<file path="src/rtl/tlul_pkg.sv">
// TL-UL type and opcode definitions shared by the register adapter and its bench.
package tlul_pkg;

    localparam logic [2:0] PUT_FULL_DATA    = 3'd0;
    localparam logic [2:0] PUT_PARTIAL_DATA = 3'd1;
    localparam logic [2:0] GET              = 3'd4;
    localparam logic [2:0] ACCESS_ACK       = 3'd0;
    localparam logic [2:0] ACCESS_ACK_DATA  = 3'd1;

    typedef struct packed {
        logic        a_valid;
        logic [2:0]  a_opcode;
        logic [2:0]  a_param;
        logic [1:0]  a_size;
        logic [7:0]  a_source;
        logic [31:0] a_address;
        logic [3:0]  a_mask;
        logic [31:0] a_data;
        logic        d_ready;
    } tl_h2d_t;

    typedef struct packed {
        logic        d_valid;
        logic [2:0]  d_opcode;
        logic [2:0]  d_param;
        logic [1:0]  d_size;
        logic [7:0]  d_source;
        logic        d_sink;
        logic [31:0] d_data;
        logic        d_error;
        logic        a_ready;
    } tl_d2h_t;

endpackage

</file>
<file path="src/rtl/tlul_reg_adapter.sv">
// Bridges a single outstanding TL-UL request onto a strobe/ack register port,
// with request decode checks and an ACCESS-phase timeout.
module tlul_reg_adapter
    import tlul_pkg::*;
#(
    parameter int TIMEOUT = 16
) (
    input  logic        clk_i,
    input  logic        rst_i,
    input  tl_h2d_t     tl_i,
    output tl_d2h_t     tl_o,
    output logic        reg_re_o,
    output logic        reg_we_o,
    output logic [31:0] reg_addr_o,
    output logic [31:0] reg_wdata_o,
    output logic [3:0]  reg_be_o,
    input  logic [31:0] reg_rdata_i,
    input  logic        reg_ack_i,
    input  logic        reg_err_i,
    output logic        timeout_err_o
);

    localparam logic [7:0] LP_LAST = 8'(TIMEOUT - 1);

    typedef enum logic [1:0] {IDLE, ACCESS, RESP} state_e;

    state_e      r_state;
    logic [7:0]  r_cnt;
    logic        r_is_read;
    logic        r_re;
    logic        r_we;
    logic [31:0] r_addr;
    logic [31:0] r_wdata;
    logic [3:0]  r_be;
    logic        r_d_valid;
    logic [2:0]  r_d_opcode;
    logic [1:0]  r_d_size;
    logic [7:0]  r_d_source;
    logic [31:0] r_d_data;
    logic        r_d_error;

    logic w_size_err;
    logic w_align_err;
    logic w_op_err;
    logic w_mask_err;
    logic w_dec_err;
    logic w_is_get;
    logic w_last;
    logic w_unused;

    assign w_is_get    = (tl_i.a_opcode == GET);
    assign w_size_err  = (tl_i.a_size > 2'd2);
    assign w_align_err = ((tl_i.a_size == 2'd1) && tl_i.a_address[0])
                      || ((tl_i.a_size == 2'd2) && (tl_i.a_address[1:0] != 2'b00));
    assign w_op_err    = !(w_is_get || (tl_i.a_opcode == PUT_FULL_DATA)
                                    || (tl_i.a_opcode == PUT_PARTIAL_DATA));
    assign w_mask_err  = (tl_i.a_opcode == PUT_FULL_DATA) && (tl_i.a_size == 2'd2)
                      && (tl_i.a_mask != 4'hF);
    assign w_dec_err   = w_size_err || w_align_err || w_op_err || w_mask_err;
    assign w_last      = (r_cnt == LP_LAST);
    assign w_unused    = ^tl_i.a_param;

    // NOTE: every state bit, capture register included, is a flop written with <=
    // and cleared by the synchronous reset, so an aborted access leaves nothing behind.
    always_ff @(posedge clk_i) begin
        if (rst_i) begin
            r_state    <= IDLE;
            r_cnt      <= '0;
            r_is_read  <= 1'b0;
            r_re       <= 1'b0;
            r_we       <= 1'b0;
            r_addr     <= '0;
            r_wdata    <= '0;
            r_be       <= '0;
            r_d_valid  <= 1'b0;
            r_d_opcode <= '0;
            r_d_size   <= '0;
            r_d_source <= '0;
            r_d_data   <= '0;
            r_d_error  <= 1'b0;
        end else begin
            r_re <= 1'b0;
            r_we <= 1'b0;
            unique case (r_state)
                IDLE: begin
                    if (tl_i.a_valid) begin
                        r_is_read  <= w_is_get;
                        r_d_opcode <= w_is_get ? ACCESS_ACK_DATA : ACCESS_ACK;
                        r_d_size   <= tl_i.a_size;
                        r_d_source <= tl_i.a_source;
                        r_d_data   <= '0;
                        r_cnt      <= '0;
                        if (w_dec_err) begin
                            r_state   <= RESP;
                            r_d_valid <= 1'b1;
                            r_d_error <= 1'b1;
                        end else begin
                            r_state   <= ACCESS;
                            r_d_error <= 1'b0;
                            r_addr    <= {tl_i.a_address[31:2], 2'b00};
                            r_wdata   <= tl_i.a_data;
                            r_be      <= tl_i.a_mask;
                            r_re      <= w_is_get;
                            r_we      <= !w_is_get;
                        end
                    end
                end
                ACCESS: begin
                    // An ack in the final counted cycle still wins over the timeout.
                    if (reg_ack_i) begin
                        r_state   <= RESP;
                        r_d_valid <= 1'b1;
                        r_d_data  <= r_is_read ? reg_rdata_i : 32'h0;
                        r_d_error <= reg_err_i;
                    end else if (w_last) begin
                        r_state   <= RESP;
                        r_d_valid <= 1'b1;
                        r_d_data  <= '0;
                        r_d_error <= 1'b1;
                    end else begin
                        r_cnt <= r_cnt + 8'd1;
                    end
                end
                RESP: begin
                    if (tl_i.d_ready) begin
                        r_state   <= IDLE;
                        r_d_valid <= 1'b0;
                    end
                end
                default: r_state <= IDLE;
            endcase
        end
    end

    // The pulse must land in the expiring ACCESS cycle itself, so it depends on the live ack.
    assign timeout_err_o = (r_state == ACCESS) && w_last && !reg_ack_i && !rst_i;

    assign reg_re_o    = r_re;
    assign reg_we_o    = r_we;
    assign reg_addr_o  = r_addr;
    assign reg_wdata_o = r_wdata;
    assign reg_be_o    = r_be;

    always_comb begin
        tl_o          = '0;
        tl_o.a_ready  = (r_state == IDLE);
        tl_o.d_valid  = r_d_valid;
        tl_o.d_opcode = r_d_opcode;
        tl_o.d_size   = r_d_size;
        tl_o.d_source = r_d_source;
        tl_o.d_data   = r_d_data;
        tl_o.d_error  = r_d_error;
    end

endmodule

</file>
<file path="config.mk">
export PLATFORM = sky130hd
export DESIGN_NAME = tlul_reg_adapter
export DESIGN_NICKNAME = d
export VERILOG_FILES = /design/src/rtl/tlul_pkg.sv /design/src/rtl/tlul_reg_adapter.sv
export SDC_FILE = /design/constraint.sdc
export NUM_CORES = 1
export LEC_CHECK = 0
export CORE_ASPECT_RATIO = 1.4
export CORE_MARGIN = 2
export CORE_UTILIZATION = 46
export CTS_BUF_LIST = sky130_fd_sc_hd__clkbuf_8
export DETAILED_ROUTE_END_ITERATION = 12
export PLACE_DENSITY_LB_ADDON = 0.08
export REMOVE_ABC_BUFFERS = 1
export SLEW_MARGIN = 0
export SYNTH_ARGS = -nofsm -noshare
export SYNTH_HDL_FRONTEND = slang
export SYNTH_SLANG_ARGS = --single-unit
</file>
<file path="constraint.sdc">
create_clock -name clk_i -period 4.4 [get_ports clk_i]
set_input_delay 0.66 -clock clk_i [delete_from_list [all_inputs] [get_ports clk_i]]
set_output_delay 0.66 -clock clk_i [all_outputs]
set_load 0.1 [all_outputs]
</file>
==> flow_summary.yaml <==
clocking:
  cts_setup_buffers: 0
  ctsLongestPathBuffers: 2
  clkSinkCount: 123
  cts_hold_buf: 0
  insertion_delay_ps: 430
  h-tree-depth: 4
  cts_resized: 0
  cts_tree: "yes"
  cts_made_buffers: 17
  cts.clk_slew.worst_paths_ps: 80
  cts-root-buf: "clkbuf_8"
worst_setup_path:
  critical_path_arrival_ps: 2190
  worstPathMaxFanout: 8
  critPathBufInv: 1
  crit_required_ps: 3740
  worstSetupPathType: "reg2out"
  r2r_cells: 4
  crit_cells: 2
  cp-start-kind: "flip-flop"
  cpPeakStageDelay_ps: 1170
  path_cells: "nor2_2, clkdlybuf4s50_1"
  cp_top_family: "buffers and inverters"
  slowest_stage: "clkdlybuf4s50_1"
  endpoint_kind: "output port"
grt:
  grt-ovfl-total: 0
  grt_max_degree: 118
  antenna_found_initial: 0
  grt_pass1_vias: 4504
  grt_use_total: 0.2177
  grt_pass1_wl_um: 21090
logic_synthesis:
  async_flop_share: 0
  yosysSeqAreaShare: 0.4668
  ys.flop_type: "dfxtp_1"
  synth_edf_count: 0
  synth_cells: 578
  ys_ff_latch: 123
  synth_warnings: 0
  avgSynthCellArea_um2: 9.126
  synthDistinctLibCells: 39
  syn_area_um2: 5275
pwr:
  p_int_uw: 1970
  p_sw_frac: 0.2843
  ir_drop_mv: 0.2291
  p_total_uw: 2753
  powerDensity_nw_per_um2: 342.6
  p_switching_uw: 782.7
  comb_power_share: 0.186
  power_frac_clock: 0.394
  seq_power_share: 0.420
  leakagePower_uw: 0.002790
run:
  drv_cap: 0
cells_and_area:
  drive_gt1_frac: 0.04869
  multi_input_area_um2: 2594
  final_common_cell: "clkdlybuf4s50_1"
  nets: 911
  regArea_um2: 2462
  final_cell_area_um2: 8035
  syn_to_final_growth_pct: 52.32
  antenna_cells: 0
  nFillCells: 883
  fin_util: 0.7123
  mostFrequentLayoutCells: "clkdlybuf4s50_1 (231), nand2b_1 (134), dfxtp_1 (123)"
timing:
  worstMarginPinSlew_ps: 1131
  finClkSkew_ps: 10.12
  period_share: 0.6469
  final.setup.worst_slack_ps: 1554
  setup_viol: 0
  fmax_ghz: 0.3513
  hold_violations: 0
  drv_slew: 0
  rsz0062_at_grt: "no"
  min_period_ps: 2846
  max_slew_margin: 0.2457
  fin_tns_setup_ps: 0
die:
  start_util: 0.4676
  die_area_um2: 12350
  die_y_um: 130.7
  fp.dieW_um: 94.51
  core.rowCount: 46
  fp.coreArea_um2: 11280
  io_pins: 245
route:
  dr.pass1.iters: 4
  vias: 4703
  drc: 0
  drt-initial-drc-count: 132
  wl_per_cell_um: 14.73
  drt_wl_total_um: 13920
  viasPerCell: 4.977
  drt.antenna.violating_nets: 0
run_status:
  status: "finished, final reports clean"
place:
  gp_congestion: 0.7363
  io_buffers: 233
  dpl-instance-area_um2: 7599
  dp_slack_ps: 1583
  hpwlAfterDp_um: 9800
hold_path:
  hold_class: "reg2reg"
  worstHoldPathCells: 2
cell usage after synthesis (2+ instances only):
cell type,count,area share
inv_1,2,0.0014
mux2i_1,66,0.13
nand2_1,59,0.042
nor2_1,8,0.0057
and2_1,2,0.0024
o21ai_0,36,0.034
o211ai_1,2,0.0028
nand3_1,5,0.0047
or3_1,2,0.0024
buf_4,14,0.020
xor2_1,6,0.010
clkbuf_1,32,0.023
dfxtp_1,123,0.47
nand4_1,4,0.0047
and3_1,4,0.0047
nor3b_1,3,0.0043
nor2b_1,4,0.0047
a21oi_1,46,0.044
o21bai_1,2,0.0028
buf_2,5,0.0047
nor4_1,2,0.0024
nand2b_1,134,0.16
flip-flops by register name, summed over array words and instances (netlist names):
signal / cells
r_d_valid: 1
r_d_source: 8
reg_wdata_o: 32
r_is_read: 1
r_d_data: 32
r_d_error: 1
reg_be_o: 4
reg_we_o: 1
r_d_size: 2
r_cnt: 8
reg_addr_o: 30
reg_re_o: 1
r_state: 2
kinds of logic (layout without fill, tap and decap cells):
family | count (synthesis) | count (layout) | share of synthesized area
xor+xnor | 6 | 6 | 0.009962
flops | 123 | 123 | 0.4668
fa+ha+maj | 1 | 1 | 0.002372
compound gates | 95 | 95 | 0.09915
mux | 66 | 66 | 0.1252
simple gates | 233 | 233 | 0.2469
other cells | 1 | 8 | 0.0007109
buf+inv | 53 | 269 | 0.04886
power groups by stage:
stage | combinational [uW] | sequential, uW | clock (uW)
after floorplan | 140 | 1360 | 0
after global placement | 507 | 1180 | 0
after detailed placement | 513 | 1180 | 0
after CTS | 515 | 1160 | 1110
after global routing | 538 | 1160 | 1160
final | 512 | 1160 | 1090
path summary, 6_finish.rpt:
check	from	end	slack [ps]
worst max-delay path	r_state[0]$_SDFFE_PP0P_	tl_o[0]	1550
worst min-delay path	r_d_source[0]$_SDFFE_PP0P_	r_d_source[0]$_SDFFE_PP0P_	460
worst max register to register	r_state[0]$_SDFFE_PP0P_	r_d_data[13]$_SDFFE_PP0P_	2140
worst min register to register	r_d_source[0]$_SDFFE_PP0P_	r_d_source[0]$_SDFFE_PP0P_	460
tightest hold or removal path: stages, from the launching register on:
cell,delay [ps]
dfxtp_1,320
nand2_1,50
a21oi_1,50
layer usage:
metal / global-route usage / up-vias / wire, um
met2: 0.3824 / 180 / 7026
met4: 0.07758 / 0 / 304
met3: 0.1021 / 24 / 1375
met1: 0.2272 / 2174 / 5218
met5: 0 / - / 0
li1: - / 2325 / -
per-stage QoR:
| step | std cells | hold WS (ps) |
|---|---|---|
| after global placement | 913 | 443.5 |
| after global routing | 945 | 484.9 |
| after CTS | 945 | 460.6 |
| after detailed placement | 913 | 449.9 |
| final | 945 | 459.8 |
| after floorplan | 534 | 452.6 |
final cells by class:
cell class | count | share of cell area
Multi-Input combinational cell | 409 | 0.3228
Inverter | 2 | 0.0009343
Tap cell | 144 | 0.02242
Clock buffer | 19 | 0.03254
Clock inverter | 13 | 0.02180
Timing Repair Buffer | 235 | 0.2931
Sequential cell | 123 | 0.3064
Power figures use the tool's default switching activity.
